<file path="config.mk">
export PLATFORM = sky130hd
export DESIGN_NAME = quad_encoder_array_flat
export DESIGN_NICKNAME = d
export VERILOG_FILES = /design/src/rtl/encoder_pkg.sv /design/src/rtl/quad_encoder_array_if.sv /design/src/rtl/encoder_channel.sv /design/src/rtl/quad_encoder_array.sv /design/src/flat_wrapper.sv
export SDC_FILE = /design/constraint.sdc
export NUM_CORES = 1
export LEC_CHECK = 0
export ABC_AREA = 1
export CAP_MARGIN = 20
export CORE_UTILIZATION = 42
export DETAILED_ROUTE_END_ITERATION = 16
export PLACE_DENSITY = 0.69
export SLEW_MARGIN = 20
export SYNTH_ARGS = -nofsm -noshare
export SYNTH_HDL_FRONTEND = slang
export SYNTH_SLANG_ARGS = --single-unit
</file>
<file path="constraint.sdc">
create_clock -name clk -period 4 [get_ports clk]
set_input_delay 1.2 -clock clk [delete_from_list [all_inputs] [get_ports clk]]
set_output_delay 1.2 -clock clk [all_outputs]
set_load 0.005 [all_outputs]
</file>
<file path="src/rtl/encoder_pkg.sv">
// encoder_pkg: shared definitions for the quadrature encoder front end.
//   - Gray-state constants for the {A,B} pin pair
//   - direction type for the per-channel dir output
//   - legal RESOLUTION values (counted edges per Gray cycle)
//   - gray_next_up(): successor of a state in the up sequence
package encoder_pkg;

    localparam logic [1:0] ST_00 = 2'b00;
    localparam logic [1:0] ST_10 = 2'b10;
    localparam logic [1:0] ST_11 = 2'b11;
    localparam logic [1:0] ST_01 = 2'b01;

    typedef enum logic {
        DIR_DOWN = 1'b0,
        DIR_UP   = 1'b1
    } dir_e;

    localparam int RES_X1 = 1;
    localparam int RES_X2 = 2;
    localparam int RES_X4 = 4;

    // Up sequence is 00 -> 10 -> 11 -> 01 -> 00; down is the reverse,
    // so "s moved down to t" is the same as gray_next_up(t) == s.
    function automatic logic [1:0] gray_next_up(input logic [1:0] s);
        logic [1:0] n;
        case (s)
            ST_00:   n = ST_10;
            ST_10:   n = ST_11;
            ST_11:   n = ST_01;
            default: n = ST_00;
        endcase
        return n;
    endfunction

endpackage

</file>
<file path="src/rtl/quad_encoder_array_if.sv">
// quad_encoder_array_if: pin and result bundle of the encoder array.
//   a, b    raw asynchronous encoder pins, one bit per channel
//   clr     synchronous per-channel position clear
//   value   packed positions, channel i at [i*WIDTH +: WIDTH]
//   step    one-cycle pulse per counted step
//   dir     direction of the last counted step (1 = up)
//   err     sticky illegal-transition flag
// master = pin/consumer side, slave = the encoder array.
interface quad_encoder_array_if #(
    parameter int CHANNELS = 3,
    parameter int WIDTH    = 8
);
    logic [CHANNELS-1:0]       a;
    logic [CHANNELS-1:0]       b;
    logic [CHANNELS-1:0]       clr;
    logic [CHANNELS*WIDTH-1:0] value;
    logic [CHANNELS-1:0]       step;
    logic [CHANNELS-1:0]       dir;
    logic [CHANNELS-1:0]       err;

    modport master (output a, b, clr, input value, step, dir, err);
    modport slave  (input a, b, clr, output value, step, dir, err);
endinterface

</file>
<file path="src/rtl/encoder_channel.sv">
// encoder_channel: one quadrature channel.
//   2-flop synchroniser per pin -> debounce filter -> Gray decode -> position.
// Ports:
//   clk, reset        system clock, synchronous active-high reset
//   a_raw, b_raw      asynchronous encoder pins
//   clr               synchronous clear of value (and err)
//   value             position register
//   step              pulse on the cycle value took a counted step
//   dir               direction of last counted step, held
//   err               sticky illegal-transition flag (ENCODER_ERROR_EN), else 0
// Build option: ENCODER_ERROR_EN enables the illegal-transition flag.
module encoder_channel
    import encoder_pkg::*;
#(
    parameter int WIDTH      = 8,
    parameter int INC_VALUE  = 1,
    parameter int DEBOUNCE   = 3,
    parameter int RESOLUTION = 2,
    parameter int SATURATE   = 0
) (
    input  logic             clk,
    input  logic             reset,
    input  logic             a_raw,
    input  logic             b_raw,
    input  logic             clr,
    output logic [WIDTH-1:0] value,
    output logic             step,
    output logic             dir,
    output logic             err
);

    localparam int            CW      = (DEBOUNCE > 1) ? $clog2(DEBOUNCE) : 1;
    localparam logic [CW-1:0] DB_LAST = CW'((DEBOUNCE > 0) ? DEBOUNCE - 1 : 0);
    localparam logic [WIDTH:0] INC_EXT = (WIDTH + 1)'(INC_VALUE);

    // Pin vectors are ordered {A,B} to match the Gray-state constants.
    logic [1:0]          sync1_q, sync1_d;
    logic [1:0]          sync2_q, sync2_d;
    logic [1:0]          filt_q, filt_d;
    logic [1:0][CW-1:0]  cnt_q, cnt_d;
    logic [1:0]          prev_q, prev_d;
    logic [WIDTH-1:0]    value_q, value_d;
    logic                step_q, step_d;
    dir_e                dir_q, dir_d;

    logic [1:0]          cur;
    logic                leave_ok;
    logic                count_up;
    logic                count_dn;
    logic [WIDTH:0]      sum_up;
    logic [WIDTH:0]      diff_dn;

    // Debounce: the counter tracks consecutive cycles of disagreement and the
    // filtered pin flips when it reaches DEBOUNCE; any agreement restarts it.
    always_comb begin
        sync1_d = {a_raw, b_raw};
        sync2_d = sync1_q;
        filt_d  = filt_q;
        cnt_d   = cnt_q;
        for (int p = 0; p < 2; p++) begin
            if (sync2_q[p] == filt_q[p]) begin
                cnt_d[p] = '0;
            end else if (cnt_q[p] == DB_LAST) begin
                filt_d[p] = sync2_q[p];
                cnt_d[p]  = '0;
            end else begin
                cnt_d[p] = cnt_q[p] + 1'b1;
            end
        end
    end

    // DEBOUNCE = 0 bypasses the filter entirely.
    assign cur = (DEBOUNCE == 0) ? sync2_q : filt_q;

    always_comb begin
        case (RESOLUTION)
            RES_X4:  leave_ok = 1'b1;
            RES_X2:  leave_ok = (prev_q == ST_00) || (prev_q == ST_11);
            default: leave_ok = (prev_q == ST_00);
        endcase
        count_up = (cur == gray_next_up(prev_q)) && leave_ok;
        count_dn = (prev_q == gray_next_up(cur)) && leave_ok;
    end

    // Extra top bit gives the carry (up) or borrow (down) used for clamping.
    always_comb begin
        sum_up  = {1'b0, value_q} + INC_EXT;
        diff_dn = {1'b0, value_q} - INC_EXT;
        prev_d  = cur;
        value_d = value_q;
        step_d  = 1'b0;
        dir_d   = dir_q;
        if (clr) begin
            value_d = '0;
        end else if (count_up) begin
            step_d  = 1'b1;
            dir_d   = DIR_UP;
            value_d = (SATURATE != 0 && sum_up[WIDTH]) ? {WIDTH{1'b1}} : sum_up[WIDTH-1:0];
        end else if (count_dn) begin
            step_d  = 1'b1;
            dir_d   = DIR_DOWN;
            value_d = (SATURATE != 0 && diff_dn[WIDTH]) ? '0 : diff_dn[WIDTH-1:0];
        end
    end

    always_ff @(posedge clk) begin
        if (reset) begin
            sync1_q <= '0;
            sync2_q <= '0;
            filt_q  <= '0;
            cnt_q   <= '0;
            prev_q  <= ST_00;
            value_q <= '0;
            step_q  <= 1'b0;
            dir_q   <= DIR_DOWN;
        end else begin
            sync1_q <= sync1_d;
            sync2_q <= sync2_d;
            filt_q  <= filt_d;
            cnt_q   <= cnt_d;
            prev_q  <= prev_d;
            value_q <= value_d;
            step_q  <= step_d;
            dir_q   <= dir_d;
        end
    end

    assign value = value_q;
    assign step  = step_q;
    assign dir   = dir_q;

`ifdef ENCODER_ERROR_EN
    logic err_q, err_d;
    logic illegal;

    // Both bits changing at once skips a Gray state: direction is unknowable.
    assign illegal = &(cur ^ prev_q);

    always_comb begin
        err_d = clr ? 1'b0 : (err_q | illegal);
    end

    always_ff @(posedge clk) begin
        if (reset) begin
            err_q <= 1'b0;
        end else begin
            err_q <= err_d;
        end
    end

    assign err = err_q;
`else
    assign err = 1'b0;
`endif

endmodule

</file>
<file path="src/rtl/quad_encoder_array.sv">
// quad_encoder_array: CHANNELS independent quadrature encoder counters.
// Ports:
//   clk    system clock
//   reset  synchronous, active-high
//   bus    quad_encoder_array_if.slave: a/b/clr in, value/step/dir/err out
// Build option: ENCODER_ERROR_EN enables the per-channel err flag
// (inside encoder_channel); otherwise err reads 0.
module quad_encoder_array
    import encoder_pkg::*;
#(
    parameter int CHANNELS   = 3,
    parameter int WIDTH      = 8,
    parameter int INC_VALUE  = 1,
    parameter int DEBOUNCE   = 3,
    parameter int RESOLUTION = RES_X2,
    parameter int SATURATE   = 0
) (
    input  logic                  clk,
    input  logic                  reset,
    quad_encoder_array_if.slave   bus
);

    logic [WIDTH-1:0]    val_w [CHANNELS];
    logic [CHANNELS-1:0] step_w;
    logic [CHANNELS-1:0] dir_w;
    logic [CHANNELS-1:0] err_w;

    for (genvar i = 0; i < CHANNELS; i++) begin : g_ch
        encoder_channel #(
            .WIDTH      (WIDTH),
            .INC_VALUE  (INC_VALUE),
            .DEBOUNCE   (DEBOUNCE),
            .RESOLUTION (RESOLUTION),
            .SATURATE   (SATURATE)
        ) u_ch (
            .clk   (clk),
            .reset (reset),
            .a_raw (bus.a[i]),
            .b_raw (bus.b[i]),
            .clr   (bus.clr[i]),
            .value (val_w[i]),
            .step  (step_w[i]),
            .dir   (dir_w[i]),
            .err   (err_w[i])
        );
    end

    always_comb begin
        bus.value = '0;
        for (int i = 0; i < CHANNELS; i++) begin
            bus.value[i*WIDTH +: WIDTH] = val_w[i];
        end
    end

    assign bus.step = step_w;
    assign bus.dir  = dir_w;
    assign bus.err  = err_w;

endmodule

</file>
<file path="src/flat_wrapper.sv">
// flat-port wrapper written by rule: the top's interface ports become plain ports
module quad_encoder_array_flat import encoder_pkg::*;
#(
    parameter int CHANNELS   = 3,
    parameter int WIDTH      = 8,
    parameter int INC_VALUE  = 1,
    parameter int DEBOUNCE   = 3,
    parameter int RESOLUTION = RES_X2,
    parameter int SATURATE   = 0
)
  (clk, reset, bus_a, bus_b, bus_clr, bus_value, bus_step, bus_dir, bus_err);
  quad_encoder_array_if #(.CHANNELS(CHANNELS), .WIDTH(WIDTH)) bus_i ();
  input  logic clk;
  input  logic reset;
  input wire logic [$bits(bus_i.a)-1:0] bus_a;
  input wire logic [$bits(bus_i.b)-1:0] bus_b;
  input wire logic [$bits(bus_i.clr)-1:0] bus_clr;
  output wire logic [$bits(bus_i.value)-1:0] bus_value;
  output wire logic [$bits(bus_i.step)-1:0] bus_step;
  output wire logic [$bits(bus_i.dir)-1:0] bus_dir;
  output wire logic [$bits(bus_i.err)-1:0] bus_err;
  assign bus_i.a = bus_a;
  assign bus_i.b = bus_b;
  assign bus_i.clr = bus_clr;
  assign bus_value = bus_i.value;
  assign bus_step = bus_i.step;
  assign bus_dir = bus_i.dir;
  assign bus_err = bus_i.err;
  quad_encoder_array #(.CHANNELS(CHANNELS), .WIDTH(WIDTH), .INC_VALUE(INC_VALUE), .DEBOUNCE(DEBOUNCE), .RESOLUTION(RESOLUTION), .SATURATE(SATURATE)) u_core (.clk(clk), .reset(reset), .bus(bus_i));
endmodule
</file>
# ---- Word-level counts from Yosys, hierarchy flattened
# Index checks and enable logic that the tools add are counted.
dict set report word_totals {
  mem_count 0
  register_bits 66
  ram_bits 0
  inputBits 11
  latchBits 0
  romBits 0
}
dict set report classes {
  n_addsub 12
  order_cmp 0
  n_eq_ne 30
  n_bitwise 9
  n_div 0
  mux 24
  multipliers 0
  n_reduce_logical 36
  n_shift 0
}
# operator n
set ops {}
lappend ops {{8-bit 2-to-1 mux} 6}
lappend ops {{2-bit equality test, second input constant} 18}
lappend ops {{2-bit one-hot mux with 3 select lines} 6}
lappend ops {{8-bit by 1-bit adder with 8-bit output, second input constant} 3}
lappend ops {{8-bit by 1-bit subtractor with 8-bit output, second input constant} 3}
lappend ops {{2-bit AND reduction} 9}
lappend ops {{3-bit OR reduction} 6}
lappend ops {{2-bit by 1-bit adder with 2-bit output, second input constant} 6}
lappend ops {{2-bit equality test} 6}
lappend ops {{2-bit logical NOT} 6}
lappend ops {{1-bit 2-to-1 mux} 12}
lappend ops {{1-bit inverter} 9}
lappend ops {{1-bit equality test} 6}
lappend ops {{1-bit logical AND} 6}
lappend ops {{2-bit nonzero test} 3}
lappend ops {{2-bit OR reduction} 3}
lappend ops {{1-bit logical OR} 3}

# ---- Logic depth before layout (Yosys ltp)
# Gate-level depths: netlist of the first run.
dict set report depth {
  depth_word 6
  depth_mapped 19
}

# ---- Cells and area by module
# A second synthesis of the first run with hierarchy kept.
dict set report unflattened {
  cells_unflattened 471
  hier_area_um2 3563.4
}
# mod seq_area_each_um2 cells_per_inst area_per_inst_um2 n_inst
set by_module_without_submodules {}
lappend by_module_without_submodules {{encoder_channel (u_core.g_ch[1].u_ch)} 440.4 158 1196.1 1}
lappend by_module_without_submodules {{encoder_channel (u_core.g_ch[0].u_ch)} 440.4 158 1193.6 1}
lappend by_module_without_submodules {{encoder_channel (u_core.g_ch[2].u_ch)} 440.4 155 1173.6 1}

# ---- Worst setup path before layout of the first run
# Ideal clock, no wire load.
dict set report synth_timing {
  path_kind {register to register}
  from {reg u_core.g_ch[0].u_ch.prev_q[0]}
  to {reg u_core.g_ch[0].u_ch.value_q[7]}
  slack_ns 1.810
  n_path_buf 0
  setup_ns 0.115
  path_stages_with_launch 14
  period_less_slack_ns 2.190
  arrival_ns 2.075
  cell_sequence {dfxtp_1 -> inv_1 -> ha_1 -> inv_1 -> nand2_1 -> nor2_1 -> nand2_2 -> ha_1 -> a21oi_1 -> nand2_1 -> a21oi_1 -> nand3_1 -> a21oi_1 -> nor2_1}
}
dict set report synth_between {
  elab_chain_cells 5
}
# element line_no
set synth_rtl {}
lappend synth_rtl {{start: declaration} encoder_channel.sv:41} ;# logic [1:0] prev_q, prev_d;
lappend synth_rtl {{start signal: assignment} encoder_channel.sv:121} ;# prev_q <= prev_d;
lappend synth_rtl {{2-bit equality test (tied with other cells)} {encoder_pkg.sv:26, encoder_channel.sv:78}}
lappend synth_rtl {{2-bit one-hot mux with 3 select lines} encoder_pkg.sv:26} ;# case (s)
lappend synth_rtl {{2-bit equality test} encoder_channel.sv:81} ;# count_up = (cur == gray_next_up(prev_q)) && leave_ok;
lappend synth_rtl {{1-bit logical AND} encoder_channel.sv:81}
lappend synth_rtl {{8-bit 2-to-1 mux or 2-bit nonzero test (tied branches)} -}
lappend synth_rtl {{end signal: assignment} encoder_channel.sv:122} ;# value_q <= value_d;
lappend synth_rtl {{end: declaration} encoder_channel.sv:42} ;# logic [WIDTH-1:0] value_q, value_d;
# Several ways; a longest one is shown, not always the timed one.
# A chain may end at the register's enable or synchronous reset.

# ---- Final worst setup path of the first run
# Ends and elaborated chain as after synthesis.

==> results.md, run 1 <==
- Placement Rows: 33
- Post-DP HPWL: between 4000 and 5000 um
- Post-synth top area share: 0.3591
- Post-Syn Area: 0.003680 mm^2
- Largest net degree at the start of global routing: 18
- Input/output buffers: 40
- Setup bufs post-CTS: 0
- Worst Path Buf+Inv: 1
- Final Hold Fails: 0
- TritonCTS clock tree: done
- Crit-path max cell delay: 0.39 ns
- Clk_lat worst skew: 0.34 ns
- Cells along the critical path: inv_1 -> ha_1 -> nor2_1 -> nor2_1 -> nor2_1 -> nand2_2 -> ha_1 -> a21oi_1 -> nand2_1 -> a21oi_1 -> nand3_1 -> nand3_1 -> nand2_1 -> nor2_1
- Cells after DPL: between 600 and 700
- Synth top cells by count: nand2_1, inv_1, nor2_1
- Fmax: 397.2 MHz
- DR WL/cell: a little over 10 um
- Layout cells sized above 1: 0.07576
- Total wire length: approximately 6600 um
- Post-synth ARST share: 0
- Root buffer cell: clkbuf_8
- Sink Count: 66
- Seq/Total Area, Yosys: 0.3591
- Hold buffer count at cts: 0
- Cell taking the most area after synthesis: dfxtp_1
- Gr usage total: 0.1623
- Most used routing layer: met2
- Unrepaired setup endpoints after global routing: false
- Pwr/cell area: a little under 300 mW/mm^2
- Core box area: 0.008341 mm^2
- DR vias/cell: 4.795
- Hold Path Class: flop to flop
- Htree depth: 3
- Synth-to-Final Area Change: 16.25%
- Warnings from Yosys: 0
- First-pass GRT wire length: 11720 um
- TritonRoute pass-1 iters: 4
- Vias in the first global route: 2832
- Height of the die: 95.60 um
- Cts repair resizes: 0
- Synth Area per Inst: 7.587 um^2
- ANT cells: 0
- Area of the multi-input gates: 0.001969 mm^2
- Slew @ Worst Pin: 0.5536 ns
- Num CTS Buffers: 9
- Drt drc: 0
- Register area: 0.001321 mm^2
- Post-route setup TNS: 0 ns
- Seq cells post-synth: 66
- Die area: approximately 0.009 mm^2
- GRT Residual Overflow: 0
- Starting density of the core: 0.4412
- Worst Skew: about 0.010 ns
- Worst vdd ir: 0.0001759 V
- GR Util met2: 0.2881
- Startpoint types: flop
- Tmin final: 2.517 ns
- CP Data Arrival Time: approximately 2.8 ns
- Most frequent CP cell: nor2_1
- Antenna-violating nets left: 0
- Clock Pin Slew Worst Setup and Hold Paths: 0.06 ns
- Die X: 95.60 um
- Pins Over Slew Limit: 0
- Top-count cell post-synth: nand2_1
- Post-synth EDFFs: 0
- DR vias: slightly above 3000
- GRT met1 Usage: 0.1853
- Endpoint type of the worst setup path: flop
- Critical path peak fanout: 10
- Slowest cell on crit path: dfxtp_1
- Setup Viol. Count Final: 0
- Final period utilization: 0.6294
- Clock Path Buffers: 2
- Outcome: finished clean
- Crit path max-delay family: simple AND/OR/NAND/NOR gates
- Max_cap viols: 0
- Critical Path RT: 4.27 ns
- Met3 Usage GRT: 0.04625
- Critical Setup Path Class: flop to flop
- Synth cell types: 35
- Top FF cell, synth: dfxtp_1
- Nets: 576
- Top post-synthesis cells by area: dfxtp_1, ha_1, nand2_1, inv_1, nor2_1
- Cell count after synthesis: around 490
- DR iter-0 viols: 56
- Final std cells w/o fill: 633
- Initial antenna violation count: 0
- Leakage: 0.001896 uW
- Max-slew headroom: 0.6296
- GP Congestion: 0.7972
- Filler Cell Count: 811
- # IOs: 44
==> routing by layer <==
metal  vias up  wire, um
met5         -         0
li1       1615         -
met2        48      3134
met1      1358      3055
met3        14       263
met4         0       115
==> kinds of logic (layout without fill, tap and decap cells) <==
kind of cell,Yosys count,in the layout,share of synthesized area
xor gates and xnor gates,12,12,0.02856
and+or+nand+nor,191,191,0.2278
adders and majority gates,41,41,0.1455
AOI/OAI and AO/OA,85,85,0.1302
DFF,66,66,0.3591
other,1,3,0.001019
buffers and inverters,89,130,0.1078
==> placed cells by master (no fill, tap or decap), drive strengths merged <==
cell           count
nand2             91
nor2              73
ha                38
clkbuf            12
buf                1
inv               74
a21oi             43
conb               3
o22ai              2
xor2               2
clkdlybuf4s50     40
fa                 3
clkinv             3
or2                1
o211ai             9
nand4              6
nand3             18
o21ai             30
nand3b             1
nor3               1
dfxtp             66
o21bai             1
xnor2             10
==> flip-flops by register name (all words and copies together), names as in the netlist <==
register and cells:
u_core.g_ch.u_ch.sync1_q 6, u_core.g_ch.u_ch.value 24, u_core.g_ch.u_ch.dir 3, u_core.g_ch.u_ch.sync2_q 6, u_core.g_ch.u_ch.cur 6, u_core.g_ch.u_ch.prev_q 6
u_core.g_ch.u_ch.cnt_q 12, u_core.g_ch.u_ch.step 3
==> worst reg2reg max path, cell delays in order (launching register included) <==
cell     delay [ns]
dfxtp_1        0.39
inv_1          0.10
ha_1           0.21
nor2_1         0.14
nor2_1         0.07
nor2_1         0.16
nand2_2        0.18
ha_1           0.40
a21oi_1        0.16
nand2_1        0.13
a21oi_1        0.15
nand3_1        0.10
nand3_1        0.09
nand2_1        0.05
nor2_1         0.11
==> power by group <==
part	total, uW	internal [uW]	leakage (uW)	switching (uW)
clock network	489	252	0.0000920	237
registers	674	668	0.000535	6.37
logic	86.2	37.3	0.00127	48.9
total	1250	957	0.00190	292
==> through the flow <==
stage / util / hold slack, ns / total power [uW] / setup slack (ns) / area (um^2)
final: 0.5129 / 0.4019 / 1249 / 1.483 / 4278
after global routing: 0.5129 / 0.4187 / 1310 / 1.263 / 4278
after CTS: 0.5129 / 0.4050 / 1272 / 1.481 / 4278
after detailed placement: 0.4925 / 0.3956 / 775.8 / 1.165 / 4108
after global placement: 0.4925 / 0.3891 / 774.0 / 1.236 / 4108
after floorplan: - / 0.3883 / 750.2 / 1.810 / 3687
==> worst paths after layout <==
check                                 start                              to  slack (ns)  cells after the start
max           u_core.g_ch[0].u_ch.prev_q[0]    u_core.g_ch[0].u_ch.value[7]        1.48                     14
min          u_core.g_ch[2].u_ch.sync1_q[1]  u_core.g_ch[2].u_ch.sync2_q[1]        0.40                      2
min reg2reg  u_core.g_ch[2].u_ch.sync1_q[1]  u_core.g_ch[2].u_ch.sync2_q[1]        0.40                      2
max reg2reg   u_core.g_ch[0].u_ch.prev_q[0]    u_core.g_ch[0].u_ch.value[7]        1.48                     14
==> area by class of cell <==
cell class	instances	area share
clock buffers	12	0.03627
clock inverters	3	0.003510
inverters	74	0.06493
multi-input cells	332	0.4604
flip-flops and latches	66	0.3089
well taps	105	0.03071
repair buffers	41	0.09535
Note: power is estimated with default switching activity, not from simulation.
==> run 2: changes to the inputs <==
--- a/config.mk
+++ b/config.mk
@@ -9,7 +9,7 @@
 export CAP_MARGIN = 20
 export CORE_UTILIZATION = 42
 export DETAILED_ROUTE_END_ITERATION = 16
-export PLACE_DENSITY = 0.69
+export PLACE_DENSITY = 0.71
 export SLEW_MARGIN = 20
 export SYNTH_ARGS = -nofsm -noshare
 export SYNTH_HDL_FRONTEND = slang
==> constraint.sdc (replaced) <==
create_clock -name clk -period 2.04 [get_ports clk]
set_input_delay 0.612 -clock clk [delete_from_list [all_inputs] [get_ports clk]]
set_output_delay 0.612 -clock clk [all_outputs]
set_load 0.005 [all_outputs]
==> run 2 against run 1 <==
Against the previous run: the run now ends with setup timing left; non-clock buffer count rose by 55; power rose by 110%; via count rose by 12%; die area did not move; flip-flop and latch count did not move; clock skew fell by 0.0019 ns.
==> results.md, run 2 (synthesized netlist as in run 1, its figures left out) <==
- Outcome: finished, violations left
- Violated checks: setup timing
- Post-route setup TNS: -1.166 ns (-1.166 ns)
- Total wire length: 8778 um (+34%)
- Reg-to-Reg Start: u_core.g_ch[0].u_ch.prev_q[1]
- Hold Path Depth: 2 (unchanged)
- Starting density of the core: 0.4412 (unchanged)
- Die X: 95.60 um (unchanged)
- Filler Cell Count: 632 (-22%)
- Sink Count: 66 (unchanged)
- Pwr/cell area: 479.4 mW/mm^2 (+64%)
- TritonCTS clock tree: done
- Hold Path End: u_core.g_ch[2].u_ch.sync2_q[0]
- Initial antenna violation count: 0 (unchanged)
- Gr usage total: 0.1919 (+0.02959)
- Startpoint types: flop
- Fmax: 443.5 MHz (+12%)
- ANT cells: 0 (unchanged)
- Final worst slack: -0.2149 ns (-1.697 ns)
- Placement Rows: 33 (unchanged)
- Register area: 0.001346 mm^2 (+1.9%)
- Htree depth: 3 (unchanged)
- Most frequent CP cell: nand2_2
- GP Congestion: 0.7949 (-0.29%)
- DR vias/cell: 4.935 (+2.9%)
- Area of the multi-input gates: 0.002698 mm^2 (+37%)
- CP Data Arrival Time: 2.50 ns (-0.29 ns)
- Critical Setup Path Class: flop to flop
- Antenna-violating nets left: 0 (unchanged)
- Crit-path max cell delay: 0.39 ns (about the same)
- Final Hold Fails: 0 (unchanged)
- Setup Viol. Count Final: 13 (+13)
- Flop2flop setup slack: -0.21 ns (-1.70 ns)
- Largest net degree at the start of global routing: 26 (+8)
- Unrepaired setup endpoints after global routing: true
- Num CTS Buffers: 9 (unchanged)
- First-pass GRT wire length: 13840 um (+18%)
- Max_cap viols: 0 (unchanged)
- Drt drc: 0 (unchanged)
- Post-DP HPWL: 5328 um (+8.3%)
- Crit Reg-Reg Endpoint: u_core.g_ch[0].u_ch.value[7]
- Clock Pin Slew Worst Setup and Hold Paths: 0.07 ns (about the same)
- Clock Path Buffers: 2 (unchanged)
- Worst r2r path cells: 15 (+1)
- Leakage: 0.002321 uW (+22%)
- Hold Path Class: flop to flop
- Die area: 0.009139 mm^2 (unchanged)
- Most common library cell in the layout ignoring fill and taps: nor2_1
- Pins Over Slew Limit: 0 (unchanged)
- Worst Skew: 0.008612 ns (-0.001877 ns)
- Core box area: 0.008341 mm^2 (unchanged)
- TritonRoute pass-1 iters: 4 (unchanged)
- GRT Residual Overflow: 0 (unchanged)
- DR iter-0 viols: 86 (+54%)
- Max reg flops: 24 (unchanged)
- DR vias: 3410 (+12%)
- Input/output buffers: 40 (unchanged)
- Endpoint type of the worst setup path: flop
- Root buffer cell: clkbuf_8
- Synth-to-Final Area Change: 50.36%
- Crit. Startpoint: u_core.g_ch[0].u_ch.prev_q[1]
- Layout cells sized above 1: 0.3771 (+0.3014)
- Nets: 634 (+10%)
- DR WL/cell: 12.70 um (+22%)
- Cells along the critical path: inv_4 -> ha_4 -> inv_2 -> nand2_2 -> nor2_4 -> nand2_4 -> ha_4 -> nand2_2 -> nand2_2 -> nand2_2 -> nand2_2 -> a21oi_2 -> nand3_2 -> a21oi_2 -> nor2_1
- Hold buffer count at cts: 0 (unchanged)
- # IOs: 44 (unchanged)
- Final period utilization: 1.105 (+0.4760)
- Tmin final: 2.255 ns (-0.2625 ns)
- Clk_lat worst skew: 0.35 ns (about the same)
- Slowest cell on crit path: dfxtp_4
- Hold Startpoint: u_core.g_ch[2].u_ch.sync1_q[0]
- Most frequent cells in the layout: nor2_1, dfxtp_1, inv_1, nand2_1, buf_4
- Total Power: 2652 uW (+110%)
- Height of the die: 95.60 um (unchanged)
- Vias in the first global route: 3201 (+13%)
- Critical path peak fanout: 5 (-5)
- Critical Path RT: 2.29 ns (-1.98 ns)
- Worst vdd ir: 0.0003063 V (+74%)
- Fin util: 0.6634 (+0.1505)
## run 2: report_power, final
group | total (uW) | internal [uW] | switching [uW]
sequential | 1320 | 1300 | 14.5
combinational | 249 | 123 | 126
clock | 1090 | 588 | 499
## run 2: worst max path at each step
stage	slack, ns	depth (start not counted)	endpoint
after global routing	-0.35	15	u_core.g_ch[0].u_ch.value[7]
after CTS	-0.09	13	u_core.g_ch[1].u_ch.value[5]
after global placement	-0.15	13	u_core.g_ch[0].u_ch.value[7]
after detailed placement	-0.19	14	u_core.g_ch[0].u_ch.value[7]
after floorplan	-0.02	15	u_core.g_ch[0].u_ch.value[7]
final	-0.21	15	u_core.g_ch[0].u_ch.value[7]
## run 2: final cells by class
class | instances | area share
tap | 105 | 0.02374
timing repair buffer | 96 | 0.1590
multi-input combinational | 335 | 0.4876
clock buffer | 12 | 0.02623
sequential | 66 | 0.2433
inverter | 74 | 0.05292
clock inverter | 3 | 0.007237
## run 2: critical path: cells and delay by family, from the launching register on
kind                     cells  cell delay [ns]
AO/OA/AOI/OAI                2             0.30
adder cells (fa/ha/maj)      2             0.53
buffers and inverters        2             0.11
flip-flops                   1             0.39
AND/OR/NAND/NOR              9             0.82
## run 2: per-layer routing
layer	vias up	track usage	share of wire	wire, um
met2	81	0.3405	0.50	4420
li1	1731	-	-	-
met3	18	0.04226	0.049	430
met4	0	0.05473	0.022	192
met5	-	0	0	0
met1	1580	0.2311	0.43	3735
## run 2: timing repair
action / CTS / global route
cloned: 3 / 0
pin swaps: 32 / 61
endpoints found under the setup margin: 16 / 19
resized for setup: 57 / 74
setup buffers: 12 / 13
## run 2: metrics by stage
stage,worst slack [ns],cells,hold WS (ns),instance area (um^2)
6_report,-0.2149,691,0.4044,5533
5_1_grt,-0.3467,691,0.4273,5533
4_1_cts,-0.08879,679,0.4067,5149
3_5_place_dp,-0.1903,649,0.3982,4618
3_3_place_gp,-0.1500,649,0.3906,4618
2_1_floorplan,-0.02404,487,0.3883,3953
==> run 3: changes to the inputs <==
--- a/config.mk
+++ b/config.mk
@@ -9,6 +9,8 @@
 export CAP_MARGIN = 20
 export CORE_UTILIZATION = 42
 export DETAILED_ROUTE_END_ITERATION = 16
+export HOLD_SLACK_MARGIN = 0.06
+export MAX_ROUTING_LAYER = met4
 export PLACE_DENSITY = 0.71
 export SLEW_MARGIN = 20
 export SYNTH_ARGS = -nofsm -noshare
==> run 3 against run 2 <==
Against the previous run: global-route usage grew 0.56 points; the run still ends with setup timing left; critical endpoint unchanged; worst setup slack improved by 0.0013 ns; cell area unchanged; combinational power hardly changed; largest cell class unchanged; clock skew barely moved; core utilization did not move; power about the same; via count about the same.
==> results.md, run 3 (synthesized netlist as in run 1, its figures left out) <==
- Outcome: finished, violations left
- Violated checks: setup timing
- Initial antenna violation count: 0 (unchanged)
- Clk_lat worst skew: 0.34 ns (about the same)
- Starting density of the core: 0.4412 (unchanged)
- Critical path peak fanout: 5 (unchanged)
- Area of the multi-input gates: 0.002698 mm^2 (unchanged)
- Root buffer cell: clkbuf_8
- GP Congestion: 0.8062 (+1.4%)
- Input/output buffers: 40 (unchanged)
- Most frequent cells in the layout: nor2_1, dfxtp_1, inv_1, nand2_1, buf_4
- Most common library cell in the layout ignoring fill and taps: nor2_1
- Critical Path RT: 2.29 ns (about the same)
- Pins Over Slew Limit: 0 (unchanged)
- Endpoint type of the worst setup path: flop
- Height of the die: 95.60 um (unchanged)
- Num CTS Buffers: 9 (unchanged)
- Worst r2r path cells: 15 (unchanged)
- First-pass GRT wire length: 13840 um (unchanged)
- # IOs: 44 (unchanged)
- Final Cell Area: 0.005533 mm^2 (unchanged)
- DR vias/cell: 4.932 (about the same)
- TritonRoute pass-1 iters: 5 (+1)
- Final worst slack: -0.2136 ns (+0.001341 ns)
- DR iter-0 viols: 95 (+10%)
- Hold Path Class: flop to flop
- Max reg flops: 24 (unchanged)
- Register area: 0.001346 mm^2 (unchanged)
- Antenna-violating nets left: 0 (unchanged)
- Fmax: 443.7 MHz (about the same)
- Post-DP HPWL: 5328 um (unchanged)
- Drt drc: 0 (unchanged)
- Sink Count: 66 (unchanged)
- Filler Cell Count: 632 (unchanged)
- GRT Residual Overflow: 0 (unchanged)
- Gr usage total: 0.1975 (+0.005561)
- Worst Skew: 0.008398 ns (-0.0002136 ns)
- Core box area: 0.008341 mm^2 (unchanged)
- Worst vdd ir: 0.0003063 V (about the same)
- Final Hold Fails: 0 (unchanged)
- ANT cells: 0 (unchanged)
- DR WL/cell: 12.71 um (about the same)
- Largest net degree at the start of global routing: 26 (unchanged)
- Pwr/cell area: 479.5 mW/mm^2 (about the same)
- Final std cells w/o fill: 691 (unchanged)
- Flop2flop setup slack: -0.21 ns (about the same)
- Synth-to-Final Area Change: 50.36% (unchanged)
- Clock Pin Slew Worst Setup and Hold Paths: 0.07 ns (about the same)
- Die area: 0.009139 mm^2 (unchanged)
- Clock Path Buffers: 2 (unchanged)
- Startpoint types: flop
- Htree depth: 3 (unchanged)
- Vias in the first global route: 3203 (+0.062%)
- Tmin final: 2.254 ns (-0.001341 ns)
- Placement Rows: 33 (unchanged)
- Setup Viol. Count Final: 13 (unchanged)
- Layout cells sized above 1: 0.3771 (unchanged)
- Critical Setup Path Class: flop to flop
- Worst hold slack: 0.4042 ns (-0.0001760 ns)
- Unrepaired setup endpoints after global routing: true
- DR vias: 3408 (-0.059%)
- Final period utilization: 1.105 (about the same)
- Nets: 634 (unchanged)
- TritonCTS clock tree: done
- CP Data Arrival Time: 2.50 ns (about the same)
- Hold buffer count at cts: 0 (unchanged)
- Hold Path Depth: 2 (unchanged)
- Placed instance area: 0.004618 mm^2 (unchanged)
- Total wire length: 8784 um (about the same)
- Total Power: 2653 uW (about the same)
- Leakage: 0.002321 uW (unchanged)
- Max_cap viols: 0 (unchanged)
- Cells after DPL: 649 (unchanged)
- Die X: 95.60 um (unchanged)
[run 3: cell counts in the layout (fill, tap and decap cells not counted)]
Identical to the previous run, type by type.
[run 3: power by group]
group | total, uW | switching, uW | leakage (uW) | internal (uW)
clock network | 1090 | 499 | 0.0000962 | 589
registers | 1320 | 14.5 | 0.000541 | 1300
logic | 249 | 126 | 0.00168 | 123
total | 2650 | 640 | 0.00232 | 2010
[run 3: final cells by class]
class | count | share of cell area
Clock buffer | 12 | 0.02623
Timing Repair Buffer | 96 | 0.1590
Tap cell | 105 | 0.02374
Inverter | 74 | 0.05292
Sequential cell | 66 | 0.2433
Multi-Input combinational cell | 335 | 0.4876
Clock inverter | 3 | 0.007237
[run 3: through the flow]
| step | setup WS, ns | utilization | setup TNS, ns |
|---|---|---|---|
| 6_report | -0.2136 | 0.6634 | -1.166 |
| 3_3_place_gp | -0.1500 | 0.5537 | -0.6448 |
| 2_1_floorplan | -0.02404 | - | -0.02485 |
| 3_5_place_dp | -0.1903 | 0.5537 | -1.267 |
| 4_1_cts | -0.08879 | 0.6173 | -0.4681 |
| 5_1_grt | -0.3467 | 0.6634 | -3.120 |
[run 3: worst max-delay path: stages (launching register included)]
cell,delay (ns)
dfxtp_4,0.39
inv_4,0.05
ha_4,0.24
inv_2,0.06
nand2_2,0.06
nor2_4,0.18
nand2_4,0.14
ha_4,0.29
nand2_2,0.07
nand2_2,0.06
nand2_2,0.09
nand2_2,0.05
a21oi_2,0.14
nand3_2,0.12
a21oi_2,0.15
nor2_1,0.05
[run 3: metal layers]
layer	global-route usage	up-vias	routed length (um)
met2	0.3405	77	4429
met1	0.2311	1578	3768
met5	-	-	0
met4	0.05473	0	183
met3	0.04226	23	402
li1	-	1730	-
[run 3: repair_timing]
action	4_1_cts	5_1_grt
pin swaps	32	61
gates cloned	3	0
setup endpoints to repair	16	19
gates resized for setup	57	74
endpoints found under the hold margin	0	0
setup buffers	12	13
[run 3: path summary, 6_finish.rpt]
path	start	endpoint
setup / recovery	u_core.g_ch[0].u_ch.prev_q[1]	u_core.g_ch[0].u_ch.value[7]
setup reg to reg	u_core.g_ch[0].u_ch.prev_q[1]	u_core.g_ch[0].u_ch.value[7]
hold reg to reg	u_core.g_ch[2].u_ch.sync1_q[0]	u_core.g_ch[2].u_ch.sync2_q[0]
hold / removal	u_core.g_ch[2].u_ch.sync1_q[0]	u_core.g_ch[2].u_ch.sync2_q[0]
